[src/rtl/tone_scheduler_if.sv]
// Request/grant and tone-datapath signals shared by the melody sequencer,
// the keypad beep source and the tone scheduler.
interface tone_scheduler_if;
   logic        mel_req;
   logic [11:0] mel_note;
   logic [3:0]  mel_len;
   logic        mel_ack;
   logic        key_req;
   logic [11:0] key_note;
   logic        key_ack;
   logic [11:0] note;
   logic [13:0] origin;
   logic        busy;
   logic        src;
   logic        beat;

   // Requester side: raises requests, observes grants and the tone outputs.
   modport master (
      output mel_req, mel_note, mel_len, key_req, key_note,
      input  mel_ack, key_ack, note, origin, busy, src, beat
   );

   // Scheduler side.
   modport slave (
      input  mel_req, mel_note, mel_len, key_req, key_note,
      output mel_ack, key_ack, note, origin, busy, src, beat
   );
endinterface

[src/rtl/tone_scheduler.sv]
// Tone scheduler: arbitrates the speaker tone datapath between the melody
// sequencer and the keypad beep, holds each granted note for a whole number
// of beats, then rests for an articulation gap before the next grant.
module tone_scheduler #(
   parameter int unsigned BEAT_DIV   = 1500000,
   parameter int unsigned BEEP_BEATS = 2,
   parameter int unsigned GAP_CYCLES = 60000
) (
   input  logic            clk_6MHz,
   input  logic            rst,
   tone_scheduler_if.slave bus
);

   typedef enum logic [1:0] {
      ST_IDLE = 2'd0,
      ST_PLAY = 2'd1,
      ST_GAP  = 2'd2
   } state_t;

   localparam logic [20:0] BEAT_LAST = 21'(BEAT_DIV - 32'd1);
   localparam bit          GAP_EN    = (GAP_CYCLES != 32'd0);
   localparam logic [20:0] GAP_LAST  = GAP_EN ? 21'(GAP_CYCLES - 32'd1) : 21'd0;
   localparam logic [3:0]  BEEP_LEN  = 4'(BEEP_BEATS);
   localparam logic [13:0] SILENT    = 14'd16383;

   // Divider preload for a {high,med,low} note code; unknown codes are silent.
   function automatic logic [13:0] origin_lookup(input logic [11:0] code);
      logic [13:0] val;
      case (code)
         12'h003: val = 14'd7281;
         12'h005: val = 14'd8730;
         12'h006: val = 14'd9565;
         12'h007: val = 14'd10310;
         12'h010: val = 14'd10647;
         12'h020: val = 14'd11272;
         12'h030: val = 14'd11831;
         12'h050: val = 14'd12556;
         12'h060: val = 14'd12974;
         12'h100: val = 14'd13516;
         default: val = SILENT;
      endcase
      return val;
   endfunction

   state_t      r_state;
   logic [20:0] r_beat_cnt;
   logic [20:0] r_gap_cnt;
   logic [3:0]  r_remaining;
   logic [11:0] r_note;
   logic [13:0] r_origin;
   logic        r_mel_ack;
   logic        r_key_ack;
   logic        r_beat;
   logic        r_busy;
   logic        r_src;

   state_t      w_state_nxt;
   logic [20:0] w_beat_cnt_nxt;
   logic [20:0] w_gap_cnt_nxt;
   logic [3:0]  w_remaining_nxt;
   logic [11:0] w_note_nxt;
   logic [13:0] w_origin_nxt;
   logic        w_mel_ack_nxt;
   logic        w_key_ack_nxt;
   logic        w_beat_nxt;
   logic        w_busy_nxt;
   logic        w_src_nxt;

   logic        w_grant_key;
   logic        w_grant_mel;
   logic [3:0]  w_mel_beats;

   // On contention the source that did not own the last grant wins.
   assign w_grant_key = bus.key_req & (~bus.mel_req | ~r_src);
   assign w_grant_mel = bus.mel_req & ~w_grant_key;
   assign w_mel_beats = (bus.mel_len == 4'd0) ? 4'd1 : bus.mel_len;
   assign w_busy_nxt  = (w_state_nxt != ST_IDLE);

   // Next-state and next-output logic for the IDLE/PLAY/GAP sequencer.
   always_comb begin
      w_state_nxt     = r_state;
      w_beat_cnt_nxt  = r_beat_cnt;
      w_gap_cnt_nxt   = r_gap_cnt;
      w_remaining_nxt = r_remaining;
      w_note_nxt      = r_note;
      w_origin_nxt    = r_origin;
      w_mel_ack_nxt   = 1'b0;
      w_key_ack_nxt   = 1'b0;
      w_beat_nxt      = 1'b0;
      w_src_nxt       = r_src;

      case (r_state)
         ST_IDLE: begin
            if (w_grant_key) begin
               w_state_nxt     = ST_PLAY;
               w_key_ack_nxt   = 1'b1;
               w_note_nxt      = bus.key_note;
               w_origin_nxt    = origin_lookup(bus.key_note);
               w_remaining_nxt = BEEP_LEN;
               w_src_nxt       = 1'b1;
               w_beat_cnt_nxt  = 21'd0;
               w_gap_cnt_nxt   = 21'd0;
            end else if (w_grant_mel) begin
               w_state_nxt     = ST_PLAY;
               w_mel_ack_nxt   = 1'b1;
               w_note_nxt      = bus.mel_note;
               w_origin_nxt    = origin_lookup(bus.mel_note);
               w_remaining_nxt = w_mel_beats;
               w_src_nxt       = 1'b0;
               w_beat_cnt_nxt  = 21'd0;
               w_gap_cnt_nxt   = 21'd0;
            end else begin
               w_state_nxt = ST_IDLE;
            end
         end

         ST_PLAY: begin
            if (r_beat_cnt == BEAT_LAST) begin
               w_beat_nxt      = 1'b1;
               w_beat_cnt_nxt  = 21'd0;
               w_remaining_nxt = r_remaining - 4'd1;
               // A corrupted zero count also ends the note rather than wrapping.
               if (r_remaining <= 4'd1) begin
                  w_note_nxt      = 12'd0;
                  w_origin_nxt    = SILENT;
                  w_remaining_nxt = 4'd0;
                  w_gap_cnt_nxt   = 21'd0;
                  if (GAP_EN) begin
                     w_state_nxt = ST_GAP;
                  end else begin
                     w_state_nxt = ST_IDLE;
                  end
               end else begin
                  w_state_nxt = ST_PLAY;
               end
            end else begin
               w_beat_cnt_nxt = r_beat_cnt + 21'd1;
            end
         end

         ST_GAP: begin
            w_note_nxt   = 12'd0;
            w_origin_nxt = SILENT;
            if (r_gap_cnt >= GAP_LAST) begin
               w_state_nxt   = ST_IDLE;
               w_gap_cnt_nxt = 21'd0;
            end else begin
               w_gap_cnt_nxt = r_gap_cnt + 21'd1;
            end
         end

         default: begin
            w_state_nxt     = ST_IDLE;
            w_note_nxt      = 12'd0;
            w_origin_nxt    = SILENT;
            w_beat_cnt_nxt  = 21'd0;
            w_gap_cnt_nxt   = 21'd0;
            w_remaining_nxt = 4'd0;
         end
      endcase
   end

   // State register; reset forces IDLE immediately.
   always_ff @(posedge clk_6MHz or posedge rst) begin
      if (rst) begin
         r_state <= ST_IDLE;
      end else begin
         r_state <= w_state_nxt;
      end
   end

   // Counters and registered outputs; reset silences the speaker at once.
   always_ff @(posedge clk_6MHz or posedge rst) begin
      if (rst) begin
         r_beat_cnt  <= 21'd0;
         r_gap_cnt   <= 21'd0;
         r_remaining <= 4'd0;
         r_note      <= 12'd0;
         r_origin    <= SILENT;
         r_mel_ack   <= 1'b0;
         r_key_ack   <= 1'b0;
         r_beat      <= 1'b0;
         r_busy      <= 1'b0;
         r_src       <= 1'b0;
      end else begin
         r_beat_cnt  <= w_beat_cnt_nxt;
         r_gap_cnt   <= w_gap_cnt_nxt;
         r_remaining <= w_remaining_nxt;
         r_note      <= w_note_nxt;
         r_origin    <= w_origin_nxt;
         r_mel_ack   <= w_mel_ack_nxt;
         r_key_ack   <= w_key_ack_nxt;
         r_beat      <= w_beat_nxt;
         r_busy      <= w_busy_nxt;
         r_src       <= w_src_nxt;
      end
   end

   assign bus.note    = r_note;
   assign bus.origin  = r_origin;
   assign bus.mel_ack = r_mel_ack;
   assign bus.key_ack = r_key_ack;
   assign bus.beat    = r_beat;
   assign bus.busy    = r_busy;
   assign bus.src     = r_src;

endmodule
[src/flat_wrapper.sv]
// flat-port wrapper written by rule: the top's interface ports become plain ports
module tone_scheduler_flat 
#(
   parameter int unsigned BEAT_DIV   = 1500000,
   parameter int unsigned BEEP_BEATS = 2,
   parameter int unsigned GAP_CYCLES = 60000
)
  (clk_6MHz, rst, bus_mel_req, bus_mel_note, bus_mel_len, bus_key_req, bus_key_note, bus_mel_ack, bus_key_ack, bus_note, bus_origin, bus_busy, bus_src, bus_beat);
  tone_scheduler_if bus_i ();
  input  logic clk_6MHz;
  input  logic rst;
  input wire logic [$bits(bus_i.mel_req)-1:0] bus_mel_req;
  input wire logic [$bits(bus_i.mel_note)-1:0] bus_mel_note;
  input wire logic [$bits(bus_i.mel_len)-1:0] bus_mel_len;
  input wire logic [$bits(bus_i.key_req)-1:0] bus_key_req;
  input wire logic [$bits(bus_i.key_note)-1:0] bus_key_note;
  output wire logic [$bits(bus_i.mel_ack)-1:0] bus_mel_ack;
  output wire logic [$bits(bus_i.key_ack)-1:0] bus_key_ack;
  output wire logic [$bits(bus_i.note)-1:0] bus_note;
  output wire logic [$bits(bus_i.origin)-1:0] bus_origin;
  output wire logic [$bits(bus_i.busy)-1:0] bus_busy;
  output wire logic [$bits(bus_i.src)-1:0] bus_src;
  output wire logic [$bits(bus_i.beat)-1:0] bus_beat;
  assign bus_i.mel_req = bus_mel_req;
  assign bus_i.mel_note = bus_mel_note;
  assign bus_i.mel_len = bus_mel_len;
  assign bus_i.key_req = bus_key_req;
  assign bus_i.key_note = bus_key_note;
  assign bus_mel_ack = bus_i.mel_ack;
  assign bus_key_ack = bus_i.key_ack;
  assign bus_note = bus_i.note;
  assign bus_origin = bus_i.origin;
  assign bus_busy = bus_i.busy;
  assign bus_src = bus_i.src;
  assign bus_beat = bus_i.beat;
  tone_scheduler #(.BEAT_DIV(BEAT_DIV), .BEEP_BEATS(BEEP_BEATS), .GAP_CYCLES(GAP_CYCLES)) u_core (.clk_6MHz(clk_6MHz), .rst(rst), .bus(bus_i));
endmodule
[config.mk]
export PLATFORM = sky130hd
export DESIGN_NAME = tone_scheduler_flat
export DESIGN_NICKNAME = d
export VERILOG_FILES = /design/src/rtl/tone_scheduler_if.sv /design/src/rtl/tone_scheduler.sv /design/src/flat_wrapper.sv
export SDC_FILE = /design/constraint.sdc
export NUM_CORES = 1
export LEC_CHECK = 0
export ABC_AREA = 1
export CAP_MARGIN = 20
export CORE_MARGIN = 2
export CORE_UTILIZATION = 52
export DETAILED_ROUTE_END_ITERATION = 10
export PLACE_DENSITY_LB_ADDON = 0.15
export REMOVE_ABC_BUFFERS = 1
export SLEW_MARGIN = 10
export SYNTH_ARGS = -nofsm -noshare
export SYNTH_HDL_FRONTEND = slang
export SYNTH_SLANG_ARGS = --single-unit
[constraint.sdc]
create_clock -name clk_6MHz -period 2.1 [get_ports clk_6MHz]
set_input_delay 0.21 -clock clk_6MHz [delete_from_list [all_inputs] [get_ports clk_6MHz]]
set_output_delay 0.21 -clock clk_6MHz [all_outputs]
set_load 0.05 [all_outputs]
==> impl_metrics.toml <==
[synthesis]
ys_types = 40
syn_area_sq_mm = 0.00557
ys_ff_latch = 79
ys_seq_area_frac = 0.358
syn_area_per_cell_sq_um = 6.78
synth_top_area_frac = 0.292
synth_area_leaders = "dfrtp_1 29%, nand2_1 16%, inv_1 7.1%"
yosysTopAreaCell = "dfrtp_1"
synthCells = 821
ys_warn_count = 0

[timing]
timing.hold.ws_ns = 0.237
setup_viol = 0
rsz0062_at_grt = "no"
worst_pin_slew_ns = 0.535
min_period_over_period = 0.920
fin_crit_ns = 1.93
hold_violations = 0
slew_violations = 0
fin_skew_ns = 0.0131
slew_headroom = 0.642
fmax_ghz = 0.518

[global_route]
grt_max_degree = 80
antenna_found_initial = 0
grt_pass1_wl_mm = 24.6
overflow = 0
grt_usage = 0.267
first_global_vias = 5186

[worst_setup_path]
crit_required_ns = 1.89
cp_slowest_stage_delay_ns = 0.81
worstSetupPathType = "flip-flop to output pin"
crit_path_max_fanout = 2
r2r-end = "u_core.bus.origin[10]$_DFFE_PP1P_"
cp_top_family = "buffers and inverters"
crit_arrival_ns = 1.72
timing.rr.start = "u_core.r_beat_cnt[0]$_DFFE_PP0P_"
critPathLaunchType = "flip-flop"
crit_path_end_kind = "output pin"
cp_num_buf_inv = 1
slowest_stage = "clkdlybuf4s50_1"
ff2ff_path_depth = 12
ff2ff_setup_slack_ns = 0.18
cp_cell_sequence = "clkdlybuf4s50_1"

[final_layout]
diodes = 0
layout.cells.non_filler = 1044
drive_gt1_frac = 0.127
final_net_count = 939
syn2layout_area_growth_pct = 19.3
finalCoreUtilization = 0.641

[clock_network]
clock_sink_count = 79
cts_hold_buffers = 0
cts.clk_slew.worst_paths_ns = 0.08
clkLatencyLatePin_ns = 0.38
cts_tree = "done"
cts_buffer_depth = 2
htreeDepth = 3
cts_made_buffers = 9
root_buffer = "clkbuf_8"

[power]
swShare = 0.368
cellInternalPower_mw = 2.68
power_density_mw_per_mm2 = 638
pwr-share-comb = 0.290
p_clk_frac = 0.246
switchingPower_mw = 1.56
pwr-share-seq = 0.464
power_leakage_nw = 3.32
ir_drop_v = 0.000544

[die]
dieWidth_um = 107
ios = 63
die_area_sq_mm = 0.0116
die_y_um = 107
num_rows = 37
core_sq_mm = 0.0104
start_util = 0.537

[route]
drc_errors = 0
wirelength_mm = 14.4
ant_nets = 0
routedWlPerCell_um = 13.8
drt_iter0_markers = 474
avgViaCountPerCell = 5.32
vias = 5559
firstDrtPassIters = 5

[outcome]
status = "finished clean"

[place]
gp_congestion = 1.01
dpl.cell_count = 1027
io_buffers = 62
dp_hpwl_mm = 11.1

[job]
max-cap-violations = 0

[min_path]
holdCritPathClass = "input pin to asynchronous set/reset pin"
[cell type report]
| type | instances | area, sq um |
|---|---|---|
| Fill cell | 965 | 3730 |
| Clock buffer | 11 | 141 |
| Clock inverter | 5 | 32.5 |
| Multi-Input combinational cell | 607 | 3000 |
| Sequential cell | 79 | 1990 |
| Timing Repair Buffer | 92 | 871 |
| Inverter | 114 | 430 |
| Tap cell | 136 | 170 |
[through the flow]
step	cell area, sq um	worst slack [ns]	total power [mW]	TNS (ns)
6_report	6640	0.168	4.24	0
2_1_floorplan	5410	-0.110	2.80	-7.62
3_5_place_dp	6450	-0.131	3.22	-0.834
3_3_place_gp	6450	-0.0231	3.18	-0.0267
4_1_cts	6620	0.00184	4.26	0
5_1_grt	6640	0.00493	4.51	0
[routing by layer]
metal | vias up | GRT usage | wire (um)
met2 | 148 | 0.399 | 6220
met1 | 2584 | 0.390 | 7200
met3 | 19 | 0.0599 | 773
met5 | - | 0 | 0
met4 | 0 | 0.0705 | 191
li1 | 2808 | - | -
[synth_stat cells]
master,instances
nand3b_1,2
clkbuf_1,4
and3_1,1
o21ai_1,11
o22ai_1,5
nand3_2,4
inv_2,7
or2_2,8
nand3_4,1
nor3_2,4
nor3_1,26
nor3b_1,5
xor2_1,13
nand2_4,2
nor2_2,4
buf_6,8
ha_1,4
nand3_1,55
a21oi_1,11
nor2_1,94
dfstp_2,14
nand4_1,30
or2_1,6
a31oi_1,5
nor2_4,6
nor4_1,8
xnor2_1,4
a31o_2,1
o21a_1,2
nand2_1,240
inv_4,1
buf_4,2
nand2_2,10
o21ai_2,4
a22oi_1,13
o21ai_0,27
dfrtp_1,65
inv_1,106
o31ai_1,1
buf_2,7
[cells by family (layout without fill, tap and decap cells)]
family,Yosys count,count (layout),share of synthesized area
buffers and inverters,135,222,0.105
and+or+nand+nor,506,506,0.416
DFF,79,79,0.358
adders and majority gates,4,4,0.00899
xor gates and xnor gates,17,17,0.0267
AOI/OAI and AO/OA,80,80,0.0847
[how the worst max path moves through the flow]
stage / start / end / slack [ns] / cells after the start
after floorplan: rst / u_core.bus.beat$_DFF_PP0_ / -0.11 / 1
after global placement: bus_key_note[2] / u_core.bus.origin[6]$_DFFE_PP1P_ / -0.02 / 13
after detailed placement: bus_key_note[7] / u_core.bus.origin[8]$_DFFE_PP1P_ / -0.13 / 13
after CTS: u_core.r_beat_cnt[0]$_DFFE_PP0P_ / u_core.bus.origin[8]$_DFFE_PP1P_ / 0.002 / 12
after global routing: u_core.r_beat_cnt[0]$_DFFE_PP0P_ / u_core.r_gap_cnt[5]$_DFFE_PP0P_ / 0.005 / 12
final: u_core.bus.origin[0]$_DFFE_PP1P_ / bus_origin[0] / 0.17 / 1
[registers in the layout, summed over array words and instances (netlist names)]
register and cells:
u_core.bus.origin 14, u_core.r_beat_cnt 21, u_core.r_state 2, u_core.bus.key_ack 1
u_core.bus.busy 1, u_core.bus.note 12, u_core.bus.src 1, u_core.bus.beat 1
u_core.bus.mel_ack 1, u_core.r_remaining 4, u_core.r_gap_cnt 21
[cell usage in the layout (no fill, tap or decap), types with 3 or more instances in the layout]
master | Yosys | final
or2_1 | 6 | 6
nand4_1 | 30 | 30
dfrtp_1 | 65 | 65
nand2_2 | 10 | 9
o22ai_1 | 5 | 5
nor2_2 | 4 | 5
nand3_2 | 4 | 4
o21ai_2 | 4 | 4
clkinv_2 | 0 | 3
nand2_4 | 2 | 3
clkdlybuf4s50_1 | 0 | 62
a22oi_1 | 13 | 13
xnor2_1 | 4 | 4
ha_1 | 4 | 3
inv_1 | 106 | 105
nand3_1 | 55 | 55
nor2_4 | 6 | 6
xor2_1 | 13 | 13
buf_4 | 2 | 28
nor3b_1 | 5 | 5
clkbuf_8 | 0 | 10
inv_2 | 7 | 8
a31oi_1 | 5 | 5
nor3_1 | 26 | 25
or2_2 | 8 | 8
nand2_1 | 240 | 240
nor3_2 | 4 | 5
dfstp_2 | 14 | 14
nor2_1 | 94 | 93
a21oi_1 | 11 | 11
o21ai_1 | 11 | 11
nor4_1 | 8 | 8
o21ai_0 | 27 | 27
[power groups by stage]
stage | clock [mW] | combinational, mW | sequential (mW)
6_report | 1.04 | 1.23 | 1.97
5_1_grt | 1.13 | 1.37 | 2.01
4_1_cts | 1.07 | 1.22 | 1.97
3_5_place_dp | 0 | 1.22 | 1.99
3_3_place_gp | 0 | 1.19 | 1.99
2_1_floorplan | 0 | 0.601 | 2.20
[worst min-delay path: stages]
cell	delay, ns
clkdlybuf4s50_1	0.41
inv_2	0.07
buf_12	0.32
[what timing repair did]
| item | 4_1_cts | 5_1_grt |
|---|---|---|
| buffers inserted | 0 | 1 |
| hold endpoints to repair | 0 | 0 |
| setup endpoints to repair | 0 | 31 |
| gates resized for setup | 0 | 4 |
(Power assumes the default switching activity.)
==> variant: new RTL, same settings <==
Reset style: synchronous (`rst`), changed in 2 clocked blocks.
--- a/src/rtl/tone_scheduler.sv
+++ b/src/rtl/tone_scheduler.sv
@@ -161,7 +161,7 @@
    end
 
    // State register; reset forces IDLE immediately.
-   always_ff @(posedge clk_6MHz or posedge rst) begin
+   always_ff @(posedge clk_6MHz) begin
       if (rst) begin
          r_state <= ST_IDLE;
       end else begin
@@ -170,7 +170,7 @@
    end
 
    // Counters and registered outputs; reset silences the speaker at once.
-   always_ff @(posedge clk_6MHz or posedge rst) begin
+   always_ff @(posedge clk_6MHz) begin
       if (rst) begin
          r_beat_cnt  <= 21'd0;
          r_gap_cnt   <= 21'd0;
Function: differs if rst is asserted again (counterexample within 4 cycles, from zero or initial values and one cycle with rst high); with rst held inactive, the same outputs for 10 cycles.
==> variant against the unedited design <==
Area after synthesis down 12%. Sequential cell count unchanged. Setup slack better by 0.011 ns. Design area down 9.5%. Total power down 3.6%. Largest power group unchanged. Routed wire length down 5.4%. Via count down 4.1%. Highest routed layer unchanged. Utilization up 1.3 points. Critical endpoint is now u_core.r_gap_cnt[3]. Sequential power down 16%.
==> variant: results (changes against the unedited design) <==
metric,value,unit,change
io_buffers,62,,unchanged
clock_latency,0.35,ns,-0.03 ns
drt_iter0_markers,332,,-30%
irDropWorstVdd,0.433,mV,-20%
cts.clk_slew.worst_paths,0.09,ns,
crit_family,simple AND/OR/NAND/NOR gates,,
synth.yosys.seq_area_share,32.3,%,-3.5 points
clockBufferDepth,2,,unchanged
avgSynthCellArea,6.09,µm²,-10%
fin_cells,999,,-4.3%
grt_pass1_wl,22400,µm,-9.1%
synthTopCellsByCount,"nand2_1, nor2_1, inv_1",,
first_global_vias,4811,,-7.2%
power.leakage,2.70,nW,-19%
crit_arrival,2.17,ns,+0.45 ns
yosysWarnings,0,,unchanged
synth-edff-count,0,,unchanged
place_ws,-0.0627,ns,+0.0683 ns
wirelength,13600,µm,-5.4%
placedCellCount,982,,-4.4%
cts_root_buffer,clkbuf_8,,
nets,919,,-2.1%
ys_types,36,,-10%
p_int,2.69,mW,+0.33%
n_antenna_cell,0,,unchanged
dp_hpwl,10200,µm,-8.0%
cp_max_fo,18,,+16
critPathMaxStageDelay,0.37,ns,-0.44 ns
fin_worst_skew,0.0177,ns,+0.00461 ns
worst_path_max_delay_cell,dfxtp_1,,
first_pass_iters,5,,unchanged
cts_max_level,3,,unchanged
grtUsageTotal,27.1,%,+0.44 points
min_path_type,flip-flop to flip-flop,,
antenna_found_initial,0,,unchanged
async_reset_ff_share,0,%,-100 points
synth_area_leaders,"dfxtp_1, nand2_1, nor2_1",,
grt_max_degree,36,,-55%
fillers,847,,-12%
cts_buffers,9,,unchanged
slew_headroom,64.7,%,+0.48 points
vias,5332,,-4.1%
drive_gt1_share,8.33,%,-4.3 points
synth_ff_type,dfxtp_1,,
status,completed,,
place_congestion,0.943,,-6.8%
post_cts_buffers,0,,unchanged
variant: cell count changes after synthesis, moves of 6 or more:
cell	before	now
inv_1	106	90
dfxtp_1	0	79
a21oi_1	11	53
or2_2	8	2
dfrtp_1	65	0
a22oi_1	13	0
nor3_1	26	41
nand4_1	30	23
or2_1	6	0
dfstp_2	14	0
nand2_1	240	247
nand3_1	55	49
variant: path summary, 6_finish.rpt:
kind                               end  slack, ns  cells past startpoint            startpoint
setup / recovery   u_core.r_gap_cnt[3]       0.18                     11  u_core.r_beat_cnt[1]
hold / removal    u_core.r_gap_cnt[17]       0.45                      2  u_core.r_gap_cnt[17]
setup reg to reg   u_core.r_gap_cnt[3]       0.18                     11  u_core.r_beat_cnt[1]
hold reg to reg   u_core.r_gap_cnt[17]       0.45                      2  u_core.r_gap_cnt[17]
variant: cells by family after synthesis:
kind of cell,synth area share (%)
XOR/XNOR,2.50
adder cells (fa/ha/maj),1.02
AO/OA/AOI/OAI,10.3
buffers and inverters,10.0
flip-flops,32.3
AND/OR/NAND/NOR,43.8
variant: metal layers:
metal	part of all wire, %	GRT usage, %	vias up
met1	49	39.0	2402
met5	0	0	-
met2	45	42.8	173
met4	0.68	6.55	0
li1	-	-	2750
met3	5.4	3.88	7
variant: area by class of cell:
class                           count  area (µm²)  share of cell area [%]
Clock buffer                       11         131                    2.18
Clock inverter                      5        82.6                    1.37
Inverter                           98         373                    6.20
Multi-Input combinational cell    606        2850                    47.4
Sequential cell                    79        1580                    26.3
Tap cell                          111         139                    2.31
Timing Repair Buffer               89         853                    14.2
variant: power groups by stage:
stage	Combinational [mW]	Clock, mW	Sequential, mW
3_5_place_dp	1.14	0	1.69
4_1_cts	1.14	1.29	1.65
2_1_floorplan	0.440	0	1.94
6_report	1.18	1.26	1.65
3_3_place_gp	1.12	0	1.69
5_1_grt	1.27	1.35	1.66
variant: repair_timing:
item | in CTS | in global routing
gates cloned | 0 | 1
resized for setup | 1 | 9
endpoints found under the setup margin | 4 | 9
variant: through the flow:
stage / area [µm²] / setup TNS (ns)
6_report: 6010 / 0
3_5_place_dp: 5740 / -0.323
3_3_place_gp: 5740 / -0.00878
4_1_cts: 5960 / 0
2_1_floorplan: 4770 / -9.16
5_1_grt: 6010 / 0
variant: worst reg2reg max path, cell delays in order (launching register included):
cell	delay, ns
dfxtp_1	0.37
ha_1	0.21
nand3_2	0.13
nor3_2	0.15
nand4_2	0.15
nand2_2	0.12
nand3_4	0.14
buf_12	0.20
nand2_1	0.06
nand2_1	0.10
inv_1	0.12
nor2_1	0.06
